`config.mk`:
```
export PLATFORM = sky130hd
export DESIGN_NAME = dice_roll_scheduler
export DESIGN_NICKNAME = d
export VERILOG_FILES = /design/src/rtl/dice_roll_scheduler.sv
export SDC_FILE = /design/constraint.sdc
export NUM_CORES = 1
export LEC_CHECK = 0
export CORE_ASPECT_RATIO = 1.25
export CORE_MARGIN = 8
export CORE_UTILIZATION = 50
export DETAILED_ROUTE_END_ITERATION = 10
export PLACE_DENSITY = 0.83
export REMOVE_ABC_BUFFERS = 1
export SLEW_MARGIN = 20
export SYNTH_ARGS = -nofsm -noshare
export SYNTH_HDL_FRONTEND = slang
export SYNTH_SLANG_ARGS = --single-unit
```
`constraint.sdc`:
```
create_clock -name clock -period 3.25 [get_ports clock]
set_clock_uncertainty 0.1 [all_clocks]
set_input_delay 0.65 -clock clock [delete_from_list [all_inputs] [get_ports clock]]
set_output_delay 0.65 -clock clock [all_outputs]
set_load 0.01 [all_outputs]
```
`src/rtl/dice_roll_scheduler.sv`:
```
// rtl/dice_roll_scheduler.sv - round-robin sharing of one dice roller among NUM_REQ requesters
// Optional roll statistics counter enabled by DICE_SCHED_STATS_EN.
module dice_roll_scheduler #(
  parameter int NUM_REQ     = 4,
  parameter int ROLL_CYCLES = 8,
  localparam int IDW        = (NUM_REQ > 1) ? $clog2(NUM_REQ) : 1
) (
  input  logic                 clock,
  input  logic                 reset,
  input  logic [NUM_REQ-1:0]   req,
  input  logic [2*NUM_REQ-1:0] req_die,
  output logic [NUM_REQ-1:0]   ack,
  output logic [7:0]           result,
  output logic [IDW-1:0]       result_id,
  output logic                 busy,
  output logic                 roll_out,
  output logic [1:0]           die_select_out,
  input  logic [7:0]           rolled_number_in
`ifdef DICE_SCHED_STATS_EN
  ,
  output logic [15:0]          roll_count
`endif
);

  localparam int CW = (ROLL_CYCLES > 1) ? $clog2(ROLL_CYCLES) : 1;
  localparam logic [IDW:0]  NREQ     = (IDW+1)'(NUM_REQ);
  localparam logic [CW-1:0] CNT_INIT = CW'(ROLL_CYCLES - 1);

  typedef enum logic [1:0] {IDLE, ROLL, SETTLE, CAPTURE} state_t;

  state_t             state;
  logic [CW-1:0]      count;
  logic [IDW-1:0]     last;
  logic [IDW-1:0]     grant_id;
  logic [NUM_REQ-1:0] eligible;
  logic               found;
  logic [IDW-1:0]     pick;
  logic [1:0]         pick_die;

  // The requester being acked this cycle is masked so a lingering req is not re-granted.
  always_comb eligible = req & ~ack;

  always_comb begin
    logic [IDW:0] idx;
    found = 1'b0;
    pick  = '0;
    idx   = '0;
    for (int k = 1; k <= NUM_REQ; k++) begin
      idx = {1'b0, last} + (IDW+1)'(k);
      if (idx >= NREQ) idx = idx - NREQ;
      if (!found && eligible[idx[IDW-1:0]]) begin
        found = 1'b1;
        pick  = idx[IDW-1:0];
      end
    end
  end

  always_comb begin
    pick_die = 2'b00;
    for (int i = 0; i < NUM_REQ; i++) begin
      if (pick == IDW'(i)) pick_die = req_die[2*i +: 2];
    end
  end

  always_ff @(posedge clock) begin
    if (reset) begin
      state          <= IDLE;
      count          <= '0;
      last           <= IDW'(NUM_REQ - 1);
      grant_id       <= '0;
      ack            <= '0;
      result         <= '0;
      result_id      <= '0;
      busy           <= 1'b0;
      roll_out       <= 1'b0;
      die_select_out <= 2'b00;
`ifdef DICE_SCHED_STATS_EN
      roll_count     <= '0;
`endif
    end else begin
      ack <= '0;
      case (state)
        IDLE: begin
          if (found) begin
            grant_id       <= pick;
            die_select_out <= pick_die;
            roll_out       <= 1'b1;
            count          <= CNT_INIT;
            last           <= pick;
            busy           <= 1'b1;
            state          <= ROLL;
          end
        end
        ROLL: begin
          if (count == '0) begin
            roll_out <= 1'b0;
            state    <= SETTLE;
          end else begin
            count <= count - 1'b1;
          end
        end
        SETTLE: state <= CAPTURE;
        CAPTURE: begin
          result    <= rolled_number_in;
          result_id <= grant_id;
          ack       <= NUM_REQ'(1) << grant_id;
          busy      <= 1'b0;
          state     <= IDLE;
`ifdef DICE_SCHED_STATS_EN
          if (roll_count != 16'hFFFF) roll_count <= roll_count + 16'd1;
`endif
        end
        default: state <= IDLE;
      endcase
    end
  end

endmodule

```
==> flow_summary.toml, run 1 <==
[outcome]
status = "finished clean"

[timing]
relSlewSlack = 0.590
drv_slew = 0
tns_ps = 0
fin_crit_ps = 2160
fmax_mhz = 463
setup-violations-final = 0
grt_setup_unrepaired = "false"
max_slew.worst_pin.slew_ps = 614
finalHoldViolations = 0
final.period_utilization = 0.665
holdWs_ps = 388

[route]
vias = 1149
drt-vias-per-instance = 5.42
wl_per_cell_um = 14.9
drc = 0
drtPass1Iterations = 4
drtAntennaViolNets = 0
finalWirelength_mm = 3.15
drt_iter0_drc = 26

[global_route]
grt-ovfl-total = 0
gr-usage-all-layers = 0.137
grt_pass1_vias = 1220
antenna_found_initial = 0
grt_pass1_wl_mm = 5.44
grt_max_degree = 16

[pwr]
clkPwrFrac = 0.114
p_leak_nw = 0.701
p_sw_w = 0.000479
power_density_nw_per_um2 = 666
swShare = 0.390
p_int_w = 0.000751
p_comb_frac = 0.489
p_seq_frac = 0.398
vdd_drop_max_v = 0.000404

[cts]
cts_setup_buffers = 0
insertion_delay_ps = 310
h-tree-depth = 1
cts_buffers = 3
cts_tree = "done"
clock_path_buffers = 2
cts_repair_resize_count = 0
hold_buffers = 0
clk_pin_slew_ps = 140
clock_sinks = 27
cts_root_buf = "clkbuf_4"

[critical_path]
ff2ff_path_depth = 6
crit_slowest_cell = "clkdlybuf4s50_1"
r2r-start = "state[0]$_SDFFE_PP0P_"
critical_path_class = "input pin to flop"
rrSetupSlack_ps = 1440
slowest_delay_ps = 460
cp_max_fo = 7
start_kind = "input pin"
required_ps = 3370
arrival_ps = 2280
r2r_end = "count[2]$_SDFFE_PP0P_"
path_cells = "clkdlybuf4s50_1 -> nor2b_4 -> nor4_4 -> a22oi_1 -> a211oi_1"
end_kind = "flop"

[placement]
hpwl_mm = 2.53
gp_congestion = 0.764
portBuffers = 39

[hold_path]
whs_endpoint = "result_id[1]$_SDFFE_PP0P_"
hold_class = "flop to flop"
min_from = "result_id[1]$_SDFFE_PP0P_"
holdPathStages = 2

[die]
die_h_um = 75.1
die_area_sq_um = 4750
initial_core_util = 0.521
ios = 40
core_area_sq_um = 2680
rows = 21
die_w_um = 63.3

[synthesis]
synth.largest_area_cell = "dfxtp_1"
synth_cell_type_count = 39
synth_area_sq_um = 1400
synthTopCellsByArea = "dfxtp_1, mux2i_1, ha_1, nor2_1, a221oi_2"
yosysSeqAreaShare = 0.387
syn_inst = 138
synth_seq_cells = 27
synthArstFlopShare = 0
synth_edf_count = 0
synth_top_area_frac = 0.387
ys_warn_count = 0
ys.flop_type = "dfxtp_1"
synth.avg_cell_area_sq_um = 10.1

[finish]
nNetsFinal = 208
fillCellCount = 221
drive_gt1_frac = 0.152
final_common_cell = "clkdlybuf4s50_1"
num_antenna_cells = 0
final_cell_mix = "clkdlybuf4s50_1, dfxtp_1, nor2_1, mux2i_1, ha_1"
area_growth_syn_to_layout_pct = 32.3

[flow_run]
maxCapViolations = 0
## state kept, by name (all words and copies together) (netlist names)
signal	count
busy	1
result	8
result_id	2
ack	4
roll_out	1
grant_id	2
last	2
die_select_out	2
state	2
count	3
## how the worst max path moves through the flow
stage	endpoint	start	depth (start not counted)	slack, ps
after floorplan	die_select_out[0]$_SDFFE_PP0P_	req[1]	5	1440
after detailed placement	state[0]$_SDFFE_PP0P_	req[3]	5	780
after global placement	die_select_out[0]$_SDFFE_PP0P_	req[1]	6	870
after global routing	state[0]$_SDFFE_PP0P_	req[3]	5	1060
final	state[0]$_SDFFE_PP0P_	req[3]	5	1090
after CTS	state[0]$_SDFFE_PP0P_	req[3]	5	1130
## through the flow
| step | cells | utilization | total power (W) | cell area (sq um) | worst slack (ps) |
|---|---|---|---|---|---|
| after global routing | 212 | 0.690 | 0.00133 | 1850 | 1060 |
| after detailed placement | 208 | 0.680 | 0.00110 | 1820 | 784 |
| after floorplan | 134 | - | 0.000901 | 1380 | 1440 |
| after global placement | 208 | 0.680 | 0.00106 | 1820 | 868 |
| final | 212 | 0.690 | 0.00123 | 1850 | 1090 |
| after CTS | 212 | 0.690 | 0.00124 | 1850 | 1130 |
## critical path, delay by kind of cell
kind / cells / cell delay, ps
AO/OA/AOI/OAI: 2 / 550
buffers and inverters: 1 / 460
AND/OR/NAND/NOR: 2 / 620
## layer usage
metal	track usage	part of all wire	up-vias
li1	-	-	569
met1	0.132	0.39	541
met2	0.266	0.52	33
met3	0.0461	0.067	6
met4	0.0571	0.019	0
met5	0	0	-
## layout make-up
type	instances	area (sq um)	area share
multi-input cells	101	818	0.442
inverters	6	22.5	0.0122
clock buffers	3	22.5	0.0122
repair buffers	40	398	0.215
flip-flops and latches	27	541	0.292
well taps	34	42.5	0.0230
clock inverters	1	5.00	0.00271
## Yosys cell counts, types with 2 or more instances
cell and instances:
a211oi_1 2, a21oi_1 6, a221oi_2 4, and2_1 5
clkbuf_1 3, dfxtp_1 27, ha_1 7, inv_1 6
mux2i_1 10, nand2_1 6, nand2b_1 5, nand2b_4 2
nand3_1 2, nor2_1 21, nor2b_4 3, nor3_1 2
nor3_2 2, o21ai_0 2, o21bai_1 2, o41ai_2 2
## power groups by stage
stage                     registers, W  clock network (W)  logic, W
after floorplan               0.000501                  0  0.000401
after detailed placement      0.000497                  0  0.000604
after CTS                     0.000489           0.000145  0.000607
final                         0.000489           0.000140  0.000602
after global placement        0.000491                  0  0.000572
after global routing          0.000503           0.000168  0.000664
## kinds of logic (layout without fill, tap and decap cells)
family	count (synthesis)	count (layout)	share of synthesized area
DFF	27	27	0.387
AOI/OAI and AO/OA	29	29	0.203
xor gates and xnor gates	1	1	0.00627
muxes	10	10	0.0716
buffers and inverters	10	50	0.0277
and+or+nand+nor	54	54	0.242
adders and majority gates	7	7	0.0627
Note: power is estimated with default switching activity, not from simulation.
==> run 2, diff against run 1 <==
Settings changed: CORE_UTILIZATION 50 to 47, PLACE_DENSITY 0.83 to 0.79.
Clock period 3.25 ns to 2 ns, I/O delays scaled along.
==> run 2 against run 1 <==
  * Combinational power grew 64%
  * Sequential share of layout area shrank 0.96 points
  * Power grew 65%
  * Critical endpoint is now state[1]$_SDFFE_PP0P_
  * Worst hold slack lost 2.8 ps
  * Sequential power grew 64%
==> flow_summary.toml, run 2 (synthesized netlist as in run 1, its figures left out) <==
[global_route]
antenna_found_initial = 0
grt_pass1_vias = 1218
grt-ovfl-total = 0
grt_max_degree = 17
gr-usage-all-layers = 0.133
grt_pass1_wl_mm = 5.56

[route]
drtAntennaViolNets = 0
finalWirelength_mm = 3.13
wl_per_cell_um = 14.2
drc = 0
vias = 1167
drt-vias-per-instance = 5.30
drtPass1Iterations = 4
drt_iter0_drc = 35

[cts]
cts_root_buf = "clkbuf_4"
clock_sinks = 27
clk_pin_slew_ps = 150
insertion_delay_ps = 330
clock_path_buffers = 2
cts_buffers = 3
h-tree-depth = 1
hold_buffers = 0
cts_repair_resize_count = 0
cts_setup_buffers = 0
cts_tree = "done"

[timing]
grt_setup_unrepaired = "false"
max_slew.worst_pin.slew_ps = 615
finalHoldViolations = 0
fin_crit_ps = 1850
setup_ws_ps = 150
drv_slew = 0
relSlewSlack = 0.590
tns_ps = 0
holdWs_ps = 385
setup-violations-final = 0
final.period_utilization = 0.925
fmax_mhz = 540

[outcome]
status = "finished clean"

[critical_path]
end_kind = "flop"
crit_slowest_cell = "clkdlybuf4s50_1"
critical_path_class = "input pin to flop"
cp_max_fo = 5
arrival_ps = 2000
slowest_delay_ps = 540
required_ps = 2150
path_cells = "clkdlybuf4s50_1 -> and2b_4 -> nor4_4 -> buf_4 -> a22oi_1 -> mux2i_1 -> nor2_1"
start_kind = "input pin"

[pwr]
p_comb_frac = 0.486
clkPwrFrac = 0.120
power_density_nw_per_um2 = 1070
p_sw_w = 0.000793
p_int_w = 0.00124
p_seq_frac = 0.394
p_leak_nw = 0.731
vdd_drop_max_v = 0.000680
swShare = 0.389

[finish]
largestRegisters = "result: 8 flops, ack: 4 flops, count: 3 flops"
final_cells = 220
num_antenna_cells = 0
final_common_cell = "clkdlybuf4s50_1"
design_area_sq_um = 1910
max_flop_register = "result"
area_growth_syn_to_layout_pct = 36.8
nNetsFinal = 214
largest_reg_flops = 8
final_cell_mix = "clkdlybuf4s50_1, dfxtp_1, nor2_1, mux2i_1, ha_1"
drive_gt1_frac = 0.179

[placement]
dp.cells = 216
place_ws_ps = -210
gp_congestion = 0.798
portBuffers = 39
placed_area_sq_um = 1880
hpwl_mm = 2.54

[die]
die_area_sq_um = 4990
rows = 22
ios = 40
initial_core_util = 0.484
core_area_sq_um = 2890
die_w_um = 64.8
die_h_um = 77.0

[flow_run]
maxCapViolations = 0

[hold_path]
hold_class = "flop to flop"
==> run 2: path summary, 6_finish.rpt <==
kind                             start                        end  slack [ps]  cells after the start
max                             req[1]      state[1]$_SDFFE_PP0P_         150                      7
min          result_id[1]$_SDFFE_PP0P_  result_id[1]$_SDFFE_PP0P_         390                      2
min reg2reg  result_id[1]$_SDFFE_PP0P_  result_id[1]$_SDFFE_PP0P_         390                      2
max reg2reg      state[0]$_SDFFE_PP0P_      count[0]$_SDFFE_PP0P_         260                      6
==> run 2: critical path, delay by kind of cell <==
kind                   cells  cell delay [ps]
multiplexers               1              250
AND/OR/NAND/NOR            3              320
AO/OA/AOI/OAI              1              320
buffers and inverters      2              690
==> run 2: layout make-up <==
type	instances	area, sq um
timing repair buffer	46	455
fill	244	978
clock inverter	1	7.51
multi-input combinational	101	818
inverter	6	22.5
clock buffer	3	22.5
sequential	27	541
tap	36	45.0
==> run 2: through the flow <==
| step | util | total power [W] |
|---|---|---|
| 3_5_place_dp | 0.651 | 0.00181 |
| 6_report | 0.661 | 0.00204 |
| 2_1_floorplan | - | 0.00146 |
| 3_3_place_gp | 0.651 | 0.00176 |
| 5_1_grt | 0.661 | 0.00220 |
| 4_1_cts | 0.661 | 0.00205 |
==> run 2: power groups by stage <==
stage               Combinational, W  Clock [W]  Sequential, W
floorplan                   0.000652          0       0.000813
global placement            0.000967          0       0.000797
detailed placement           0.00100          0       0.000811
CTS                          0.00100   0.000250       0.000800
global route                 0.00111   0.000269       0.000821
finish                      0.000990   0.000245       0.000802
==> run 2: routing by layer <==
metal / share of wire / global-route usage / wire length (um)
met5: 0 / 0 / 0
met4: 0.014 / 0.0460 / 44
met3: 0.082 / 0.0509 / 256
met2: 0.48 / 0.225 / 1500
met1: 0.42 / 0.145 / 1320
==> run 3, diff against run 2 <==
Settings changed: GPL_ROUTABILITY_DRIVEN set to 0, PLACE_DENSITY 0.79 to unset, PLACE_DENSITY_LB_ADDON set to 0.05, SLEW_MARGIN 20 to unset.
==> run 3 against run 2 <==
  * Clock-buffer cell count unchanged
  * Power decreased by 1.3%
  * Sequential share of layout area increased by 0.22 points
  * Combinational power about the same
  * Via count decreased by 2.7%
  * Highest routed layer unchanged
  * Global-route usage decreased by 0.95 points
  * Largest cell class unchanged
  * Utilization decreased by 0.52 points
  * Critical path depth unchanged
  * Design area decreased by 0.79%
  * Register-to-register slack got worse by 60 ps
==> flow_summary.toml, run 3 (synthesized netlist as in run 1, its figures left out) <==
[die]
ios = 40
core_area_sq_um = 2890
die_area_sq_um = 4990
rows = 22
die_w_um = 64.8
die_h_um = 77.0
initial_core_util = 0.484

[route]
vias = 1136
drt-vias-per-instance = 5.16
finalWirelength_mm = 3.02
drtAntennaViolNets = 0
drc = 0
wl_per_cell_um = 13.7
drt_iter0_drc = 30
drtPass1Iterations = 4

[finish]
final_cells = 220
largest_reg_flops = 8
nNetsFinal = 214
area_growth_syn_to_layout_pct = 35.7
final_common_cell = "clkdlybuf4s50_1"
max_flop_register = "result"
largestRegisters = "result: 8 flops, ack: 4 flops, count: 3 flops"
num_antenna_cells = 0
fin_util = 0.656
final_cell_mix = "clkdlybuf4s50_1, dfxtp_1, nor2_1, mux2i_1"
drive_gt1_frac = 0.179

[timing]
fmax_mhz = 544
grt_setup_unrepaired = "false"
fin_crit_ps = 1840
drv_slew = 0
setup-violations-final = 0
setup_ws_ps = 162
holdWs_ps = 382
relSlewSlack = 0.579
finalHoldViolations = 0
final.period_utilization = 0.919
max_slew.worst_pin.slew_ps = 631

[critical_path]
cp_max_fo = 7
critical_path_class = "input pin to flop"
critPathLaunch = "req[1]"
slowest_delay_ps = 530
cp_num_buf_inv = 2
crit_slowest_cell = "clkdlybuf4s50_1"
required_ps = 2120
start_kind = "input pin"
critPathTopFamily = "buffers and inverters"
arrival_ps = 1960
path_cells = "clkdlybuf4s50_1 -> and2b_4 -> nor4_4 -> buf_4 -> a22oi_1 -> mux2i_1 -> nor2_1"
end_kind = "flop"
r2r-start = "state[1]$_SDFFE_PP0P_"

[placement]
place_ws_ps = -204
portBuffers = 39
hpwl_mm = 2.46
dp.cells = 216

[global_route]
antenna_found_initial = 0
grt_pass1_vias = 1227
gr-usage-all-layers = 0.123
grt-ovfl-total = 0
grt_pass1_wl_mm = 5.26
grt_max_degree = 16

[cts]
h-tree-depth = 1
clock_sinks = 27
cts_tree = "done"
cts_buffers = 3
cts_repair_resize_count = 0
cts_root_buf = "clkbuf_4"
cts_setup_buffers = 0
hold_buffers = 0
insertion_delay_ps = 310
clk_pin_slew_ps = 140
clock_path_buffers = 2

[pwr]
power_density_nw_per_um2 = 1060
vdd_drop_max_v = 0.000748
p_leak_nw = 0.730
total_power_w = 0.00201

[flow_run]
maxCapViolations = 0

[outcome]
status = "finished clean"

[hold_path]
min_from = "result_id[1]$_SDFFE_PP0P_"
hold_class = "flop to flop"
==> run 3: cell types whose count changed in the layout (fill, tap and decap cells not counted), sizes merged <==
cell and delta:
clkinvlp -1, clkinv +1
==> run 3: final timing paths <==
| path | end | slack (ps) | cells past startpoint |
|---|---|---|---|
| max | state[1]$_SDFFE_PP0P_ | 160 | 7 |
| min | result_id[1]$_SDFFE_PP0P_ | 380 | 2 |
| max reg2reg | count[2]$_SDFFE_PP0P_ | 200 | 7 |
| min reg2reg | result_id[1]$_SDFFE_PP0P_ | 380 | 2 |
==> run 3: cell type report <==
type | count | area [sq um]
Timing Repair Buffer | 46 | 443
Fill cell | 248 | 993
Sequential cell | 27 | 541
Multi-Input combinational cell | 101 | 818
Clock inverter | 1 | 5.00
Inverter | 6 | 22.5
Tap cell | 36 | 45.0
Clock buffer | 3 | 22.5
==> run 3: report_power, final <==
part           switching (W)  internal (W)
sequential          0.000120      0.000677
clock               0.000152     0.0000747
combinational       0.000501      0.000486
total               0.000773       0.00124
==> run 3: metal layers <==
metal / vias up / GRT usage / part of all wire / wire length, um
li1: 578 / - / - / -
met1: 539 / 0.123 / 0.39 / 1180
met2: 17 / 0.230 / 0.55 / 1660
met3: 2 / 0.0378 / 0.053 / 161
met4: 0 / 0.0394 / 0.0043 / 13
met5: - / 0 / 0 / 0
==> run 3: worst reg2reg max path: cells and delay by family (launching register included) <==
family	cells	cell delay, ps
adder cells (fa/ha/maj)	1	260
XOR/XNOR	1	160
AO/OA/AOI/OAI	3	540
AND/OR/NAND/NOR	1	140
buffers and inverters	1	100
flip-flops	1	410
==> run 3: metrics by stage <==
| step | cell area (sq um) | setup TNS (ps) |
|---|---|---|
| after floorplan | 1380 | 0 |
| after detailed placement | 1870 | -1090 |
| final | 1900 | 0 |
| after global routing | 1900 | 0 |
| after global placement | 1870 | -719 |
| after CTS | 1900 | 0 |
